<file path="src/rtl/epu_pingpong_ctrl_if.sv">
// Control-side bundle between the ping-pong layer sequencer and its CPU/DMA/EPU/switcher peers.
// master = sequencer, slave = everything it talks to.
interface epu_pingpong_ctrl_if #(
    parameter int LAYER_W = 5
) ();
    logic               start_i;
    logic               abort_i;
    logic [LAYER_W-1:0] num_layers_i;
    logic               ld_req_o;
    logic               ld_done_i;
    logic               epu_start_o;
    logic               epu_done_i;
    logic               inout_trans_o;
    logic [LAYER_W-1:0] cur_layer_o;
    logic               st_req_o;
    logic               result_sel_o;
    logic               st_done_i;
    logic               busy_o;
    logic               done_o;

    modport master (
        input  start_i, abort_i, num_layers_i, ld_done_i, epu_done_i, st_done_i,
        output ld_req_o, epu_start_o, inout_trans_o, cur_layer_o,
               st_req_o, result_sel_o, busy_o, done_o
    );

    modport slave (
        output start_i, abort_i, num_layers_i, ld_done_i, epu_done_i, st_done_i,
        input  ld_req_o, epu_start_o, inout_trans_o, cur_layer_o,
               st_req_o, result_sel_o, busy_o, done_o
    );
endinterface

</file>
<file path="src/rtl/epu_pingpong_ctrl.sv">
// Layer sequencer for the EPU ping-pong buffer pair: preload, run each layer, swap, store.
// Latency: every input handshake takes effect one cycle later; layer-to-layer start gap is 2 cycles.
// Backpressure: waits indefinitely on ld_done/epu_done/st_done pulses; abort returns to idle.
module epu_pingpong_ctrl #(
    parameter int LAYER_W = 5
) (
    input  logic                clk,
    input  logic                rst,
    epu_pingpong_ctrl_if.master io
);

    typedef enum logic [2:0] {
        S_IDLE,
        S_LOAD,
        S_RUN,
        S_WAIT,
        S_SWAP,
        S_STORE,
        S_DONE
    } state_t;

    state_t             state_q,     state_d;
    logic [LAYER_W-1:0] n_lyr_q,     n_lyr_d;
    logic [LAYER_W-1:0] cur_layer_q, cur_layer_d;
    logic               trans_q,     trans_d;

    always_ff @(posedge clk) begin
        if (rst) begin
            state_q     <= S_IDLE;
            n_lyr_q     <= '0;
            cur_layer_q <= '0;
            trans_q     <= 1'b0;
        end else begin
            state_q     <= state_d;
            n_lyr_q     <= n_lyr_d;
            cur_layer_q <= cur_layer_d;
            trans_q     <= trans_d;
        end
    end

    always_comb begin
        state_d     = state_q;
        n_lyr_d     = n_lyr_q;
        cur_layer_d = cur_layer_q;
        trans_d     = trans_q;

        case (state_q)
            S_IDLE: begin
                if (io.start_i) begin
                    n_lyr_d     = io.num_layers_i;
                    cur_layer_d = '0;
                    state_d     = (io.num_layers_i == '0) ? S_DONE : S_LOAD;
                end
            end
            S_LOAD: begin
                if (io.ld_done_i) state_d = S_RUN;
            end
            S_RUN: begin
                state_d = S_WAIT;
            end
            S_WAIT: begin
                if (io.epu_done_i) begin
                    state_d = (cur_layer_q == n_lyr_q - LAYER_W'(1)) ? S_STORE : S_SWAP;
                end
            end
            S_SWAP: begin
                // One settled cycle for the switcher before the next layer's start.
                trans_d     = ~trans_q;
                cur_layer_d = cur_layer_q + LAYER_W'(1);
                state_d     = S_RUN;
            end
            S_STORE: begin
                if (io.st_done_i) state_d = S_DONE;
            end
            S_DONE: begin
                trans_d     = 1'b0;
                cur_layer_d = '0;
                state_d     = S_IDLE;
            end
            default: begin
                state_d = S_IDLE;
            end
        endcase

        if (io.abort_i && (state_q != S_IDLE)) begin
            state_d     = S_IDLE;
            trans_d     = 1'b0;
            cur_layer_d = '0;
        end
    end

    assign io.ld_req_o      = (state_q == S_LOAD);
    assign io.epu_start_o   = (state_q == S_RUN);
    assign io.st_req_o      = (state_q == S_STORE);
    assign io.result_sel_o  = (state_q == S_STORE) && trans_q;
    assign io.busy_o        = (state_q != S_IDLE);
    assign io.done_o        = (state_q == S_DONE);
    assign io.inout_trans_o = trans_q;
    assign io.cur_layer_o   = cur_layer_q;

endmodule

</file>
<file path="src/flat_wrapper.sv">
// flat-port wrapper written by rule: the top's interface ports become plain ports
module epu_pingpong_ctrl_flat 
#(
    parameter int LAYER_W = 5
)
  (clk, rst, io_start_i, io_abort_i, io_num_layers_i, io_ld_done_i, io_epu_done_i, io_st_done_i, io_ld_req_o, io_epu_start_o, io_inout_trans_o, io_cur_layer_o, io_st_req_o, io_result_sel_o, io_busy_o, io_done_o);
  epu_pingpong_ctrl_if #(.LAYER_W(LAYER_W)) io_i ();
  input  logic clk;
  input  logic rst;
  input wire logic [$bits(io_i.start_i)-1:0] io_start_i;
  input wire logic [$bits(io_i.abort_i)-1:0] io_abort_i;
  input wire logic [$bits(io_i.num_layers_i)-1:0] io_num_layers_i;
  input wire logic [$bits(io_i.ld_done_i)-1:0] io_ld_done_i;
  input wire logic [$bits(io_i.epu_done_i)-1:0] io_epu_done_i;
  input wire logic [$bits(io_i.st_done_i)-1:0] io_st_done_i;
  output wire logic [$bits(io_i.ld_req_o)-1:0] io_ld_req_o;
  output wire logic [$bits(io_i.epu_start_o)-1:0] io_epu_start_o;
  output wire logic [$bits(io_i.inout_trans_o)-1:0] io_inout_trans_o;
  output wire logic [$bits(io_i.cur_layer_o)-1:0] io_cur_layer_o;
  output wire logic [$bits(io_i.st_req_o)-1:0] io_st_req_o;
  output wire logic [$bits(io_i.result_sel_o)-1:0] io_result_sel_o;
  output wire logic [$bits(io_i.busy_o)-1:0] io_busy_o;
  output wire logic [$bits(io_i.done_o)-1:0] io_done_o;
  assign io_i.start_i = io_start_i;
  assign io_i.abort_i = io_abort_i;
  assign io_i.num_layers_i = io_num_layers_i;
  assign io_i.ld_done_i = io_ld_done_i;
  assign io_i.epu_done_i = io_epu_done_i;
  assign io_i.st_done_i = io_st_done_i;
  assign io_ld_req_o = io_i.ld_req_o;
  assign io_epu_start_o = io_i.epu_start_o;
  assign io_inout_trans_o = io_i.inout_trans_o;
  assign io_cur_layer_o = io_i.cur_layer_o;
  assign io_st_req_o = io_i.st_req_o;
  assign io_result_sel_o = io_i.result_sel_o;
  assign io_busy_o = io_i.busy_o;
  assign io_done_o = io_i.done_o;
  epu_pingpong_ctrl #(.LAYER_W(LAYER_W)) u_core (.clk(clk), .rst(rst), .io(io_i));
endmodule
</file>
<file path="config.mk">
export PLATFORM = sky130hd
export DESIGN_NAME = epu_pingpong_ctrl_flat
export DESIGN_NICKNAME = d
export VERILOG_FILES = /design/src/rtl/epu_pingpong_ctrl_if.sv /design/src/rtl/epu_pingpong_ctrl.sv /design/src/flat_wrapper.sv
export SDC_FILE = /design/constraint.sdc
export NUM_CORES = 1
export LEC_CHECK = 0
export BUFFER_PORTS_ARGS = -buffer_cell sky130_fd_sc_hd__buf_2
export CAP_MARGIN = 30
export CORE_MARGIN = 4
export CORE_UTILIZATION = 50
export DETAILED_ROUTE_END_ITERATION = 8
export PLACE_DENSITY = 0.76
export SETUP_SLACK_MARGIN = 0.15
export SLEW_MARGIN = 30
export SYNTH_ARGS = -nofsm -noshare
export SYNTH_HDL_FRONTEND = slang
export SYNTH_SLANG_ARGS = --single-unit
</file>
<file path="constraint.sdc">
create_clock -name clk -period 3.2 [get_ports clk]
set_input_delay 0.64 -clock clk [delete_from_list [all_inputs] [get_ports clk]]
set_output_delay 0.64 -clock clk [all_outputs]
set_load 0.02 [all_outputs]
</file>
== Word-level counts from Yosys, hierarchy flattened ==
Index checks and enable logic that the tools add are counted.
W data, S select, Z words.
Cells by class
  mux-type cells: 10
  add/subtract/negate cells: 2
  shift operators: 0
  $mul: 0
  eq/ne operators: 11
  bitwise gates (word level): 1
  $lt $le $gt $ge: 0
  divide/modulo/power cells: 0
  reductions and logical operators: 11
Operators by type and width (number)
  $pmux W3 S6: 1
  $mux W3: 5
  $pmux W5 S3: 1
  $eq A3 B3 Y1 const B: 3
  $ne A2 B2 Y1 const B: 4
  $eq A3 B2 Y1 const B: 2
  $reduce_bool A3 Y1: 2
  $add A5 B1 Y5 const B: 1
  $eq A5 B5 Y1: 1
  $logic_not A5 Y1: 1
  $mux W5: 1
  $sub A5 B1 Y5 const B: 1
  $reduce_and A2 Y1: 2
  $reduce_and A4 Y1: 1
  $eq A3 B1 Y1 const B: 1
  $logic_not A3 Y1: 1
  $logic_and A1 B1 Y1: 2
  $pmux W1 S2: 1
  $reduce_bool A2 Y1: 1
  $reduce_or A2 Y1: 1
  $mux W1: 1
  $not A1 Y1: 1
Word-level totals
  bits in writable memories: 0
  memory bits (read-only): 0
  logic and storage cells: 39
  register bits after elaboration: 14
  memories: 0
  input bits: 12
  latch bits: 0
  output and inout port bits: 12

== Logic depth before layout (Yosys ltp) ==
  word-level depth: 5
  gate-level depth with buffers: 6
  mapped depth without buffers: 6

== Worst setup path after synthesis ==
No wires, ideal clock.
  path kind: register -> output
  start: register u_core.state_q[0]
  end: output port io_result_sel_o
  data required time: 2.560 ns
  path buffers: 1
  slack: 1.089 ns
  arrival: 1.471 ns
  stages on the path, launching flop included: 5
  cell sequence: dfxtp_1 -> buf_6 -> inv_2 -> nor3_1 -> and2_1
On the way
  cells in the longest elaborated chain, start to end: 2
Ends and longest elaborated chain
  start, declared: RTL line epu_pingpong_ctrl.sv:22  | state_t state_q, state_d;
  start signal, assigned: RTL line epu_pingpong_ctrl.sv:34  | state_q <= state_d;
  $eq A3 B3 Y1
  net io_st_req_o: RTL line flat_wrapper.sv:20  | output wire logic [$bits(io_i.st_req_o)-1:0] io_st_req_o;
  $logic_and A1 B1 Y1: RTL line epu_pingpong_ctrl.sv:95  | assign io.result_sel_o = (state_q == S_STORE) && trans_q;
  end, declared: RTL line flat_wrapper.sv:21  | output wire logic [$bits(io_i.result_sel_o)-1:0] io_result_sel_o;
The timed path passes the listed nets, and every way through them passes these cells.

== Final worst setup path ==
  start: register u_core.state_q[2]
  end: output port io_result_sel_o
On the way
  cells in the longest elaborated chain, start to end: 2
Ends and longest elaborated chain (RTL line)
  $eq A3 B3 Y1: epu_pingpong_ctrl.sv:95
  $logic_and A1 B1 Y1: epu_pingpong_ctrl.sv:95
No other way between the ends.

==> flow_summary.json <==
{
  "outcome": "complete, no violations",
  "clk_pin_slew_ns": 0.09,
  "ys_ff_latch": 14,
  "viasPerCell": 5.467,
  "antenna_found_initial": 0,
  "boundaryPins": 24,
  "cts.htree.levels": 1,
  "max_slew_margin_pct": 63.73,
  "worstPathRequired_ns": 2.56,
  "startpoint_type": "flop",
  "drive_above_1_share_pct": 25.98,
  "path_buf_inv": 2,
  "hold_violations": 0,
  "period_minus_slack_ns": 2.227,
  "root_buffer": "clkbuf_4",
  "setup_viol": 0,
  "syn-cell-area_sq_um": 904.6,
  "initial_core_util_pct": 52.39,
  "fp.dieW_um": 50.54,
  "grt_first_pass_wirelength_mm": 3.146,
  "worst_hold_slack_ns": 0.5280,
  "fp-row-count": 15,
  "p_leak_nw": 0.4421,
  "num_antenna_cells": 0,
  "grt_max_degree": 18,
  "drt_pre_antenna_iters": 4,
  "yosysWarnings": 0,
  "syn_inst": 106,
  "tritoncts": "done",
  "p_total_uw": 465.0,
  "crit_family": "flip-flops",
  "vias": 831,
  "fillers": 172,
  "die_h_um": 50.54,
  "postCtsHoldBufs": 0,
  "gr-total-overflow": 0,
  "drc": 0,
  "synth-seq-area-share_pct": 30.98,
  "cpPeakStageDelay_ns": 0.62,
  "path_class": "flop to output port",
  "tightest_slew_ns": 0.5434,
  "avgSynthCellArea_sq_um": 8.534,
  "synth_nets": 120,
  "wirelength_mm": 1.915,
  "coreArea_sq_um": 1727,
  "grt_pass1_vias": 747,
  "grt_use_total_pct": 16.09,
  "io_buffers": 23,
  "crit_path_max_fanout": 15,
  "ant_nets": 0,
  "first_iter_violations": 11,
  "globalplace.congestion": 0.8827,
  "synth_cell_types": 41,
  "cts_resized": 0,
  "arrival_ns": 1.59,
  "clock_path_buffers": 2,
  "hold_class": "flop to flop",
  "peakVddDrop_v": 0.0002803,
  "syn_to_final_growth_pct": 14.38,
  "num-nets-final": 143,
  "cts_sinks": 14,
  "fp.dieArea_sq_um": 2554,
  "rsz0062_at_grt": "false",
  "period_share_pct": 69.59,
  "maxSlewViolCount": 0,
  "max_freq_mhz": 449.1,
  "tns_ns": 0,
  "powerDensity_nw_per_um2": 449.4,
  "crit_slowest_cell": "dfxtp_1",
  "crit_path_cell_trace": "inv_1 > nor3_1 > and2_1 > buf_2",
  "hpwl_mm": 1.477,
  "cp-end-kind": "output port",
  "clock_skew_ns": 0.006081,
  "cts_buffers": 3,
  "insertion_delay_ns": 0.28,
  "cts_setup_buffers": 0,
  "cap_violations": 0,
  "wl_per_cell_um": 12.60
}
## layout make-up
cell class	instances	area (sq um)	area share, %
multi-input cells	82	566.8	54.78
flip-flops and latches	14	280.3	27.09
repair buffers	23	115.1	11.12
well taps	25	31.28	3.023
clock buffers	3	22.52	2.177
inverters	5	18.77	1.814
## worst paths after layout
| kind | from | endpoint | slack (ns) | cells past startpoint |
|---|---|---|---|---|
| worst max-delay path | u_core.state_q[2]$_SDFFE_PP0P_ | io_result_sel_o | 0.97 | 4 |
| worst max register to register | u_core.state_q[1]$_SDFFE_PP0P_ | u_core.state_q[0]$_SDFFE_PP0P_ | 1.35 | 4 |
| worst min-delay path | u_core.io.inout_trans_o$_SDFFE_PP0P_ | u_core.io.inout_trans_o$_SDFFE_PP0P_ | 0.53 | 2 |
| worst min register to register | u_core.io.inout_trans_o$_SDFFE_PP0P_ | u_core.io.inout_trans_o$_SDFFE_PP0P_ | 0.53 | 2 |
## cell families (layout without fill, tap and decap cells)
kind of cell | count (synthesis) | count (layout) | synth area share (%)
buffers and inverters | 10 | 31 | 6.361
AO/OA/AOI/OAI | 22 | 22 | 16.32
XOR/XNOR | 12 | 12 | 12.45
AND/OR/NAND/NOR | 42 | 42 | 26.69
flip-flops | 14 | 14 | 30.98
multiplexers | 4 | 4 | 4.426
adder cells (fa/ha/maj) | 2 | 2 | 2.766
## sequential cells by signal (all words and copies together), names as in the netlist
register,count
u_core.io.inout_trans_o,1
u_core.n_lyr_q,5
u_core.state_q,3
u_core.io.cur_layer_o,5
## power breakdown
part	internal [mW]	switching (mW)
Clock	0.0436	0.0562
Sequential	0.188	0.0283
Combinational	0.0693	0.0797
## through the flow
stage	instance area, sq um	setup slack [ns]	util (%)	std cells
after floorplan	904.6	1.089	-	106
after CTS	1035	0.9749	59.93	152
after global routing	1035	0.7965	59.93	152
final	1035	0.9732	59.93	152
after detailed placement	1012	1.277	58.62	149
after global placement	1012	1.332	58.62	149
## layout by cell type, fill, tap and decap left out, types with 4 or more instances in the layout
| cell | n |
|---|---|
| dfxtp_1 | 14 |
| a21oi_1 | 7 |
| nor3_1 | 7 |
| xnor2_1 | 7 |
| buf_2 | 23 |
| nor2_1 | 12 |
| inv_1 | 4 |
| xor2_1 | 4 |
| and2_1 | 4 |
| mux2i_1 | 4 |
## synthesized netlist by cell type, drive strengths merged
cell type | n | area share (%)
o311a | 1 | 1.2
a21o | 2 | 1.7
nor2 | 12 | 5.0
o2111ai | 1 | 0.97
mux2i | 4 | 4.4
dfxtp | 14 | 31
nand3 | 1 | 0.55
o22ai | 1 | 0.69
and2 | 4 | 2.8
nor3 | 8 | 5.0
o21bai | 2 | 1.7
nand2b | 2 | 1.4
a211oi | 2 | 2.2
nor3b | 1 | 1.4
xnor2 | 8 | 8.6
nand2 | 1 | 0.41
o21ai | 3 | 1.7
a31oi | 1 | 0.69
ha | 2 | 2.8
nand3b | 3 | 2.5
a21oi | 7 | 3.9
xor2 | 4 | 3.9
and3 | 1 | 0.69
clkbuf | 1 | 0.41
buf | 4 | 3.9
and2b | 1 | 0.83
or4 | 2 | 2.1
nor2b | 3 | 2.1
o211ai | 1 | 0.83
nor4 | 1 | 0.69
inv | 5 | 2.1
a22oi | 1 | 0.83
nand4 | 2 | 1.4
## worst reg2reg max path, cell delays in order, from the launching register on
cell and delay, ns:
dfxtp_1 0.67, and2b_1 0.28, nand4_1 0.11, or4_4 0.54, a211oi_2 0.18
## per-layer routing
metal	vias to the layer above	GRT usage [%]	share of wire, %
li1	418	-	-
met1	378	20.80	46
met2	31	26.30	47
met3	4	1.780	5.6
met4	0	8.072	1.3
met5	-	0	0
Note: power is estimated with default switching activity, not from simulation.
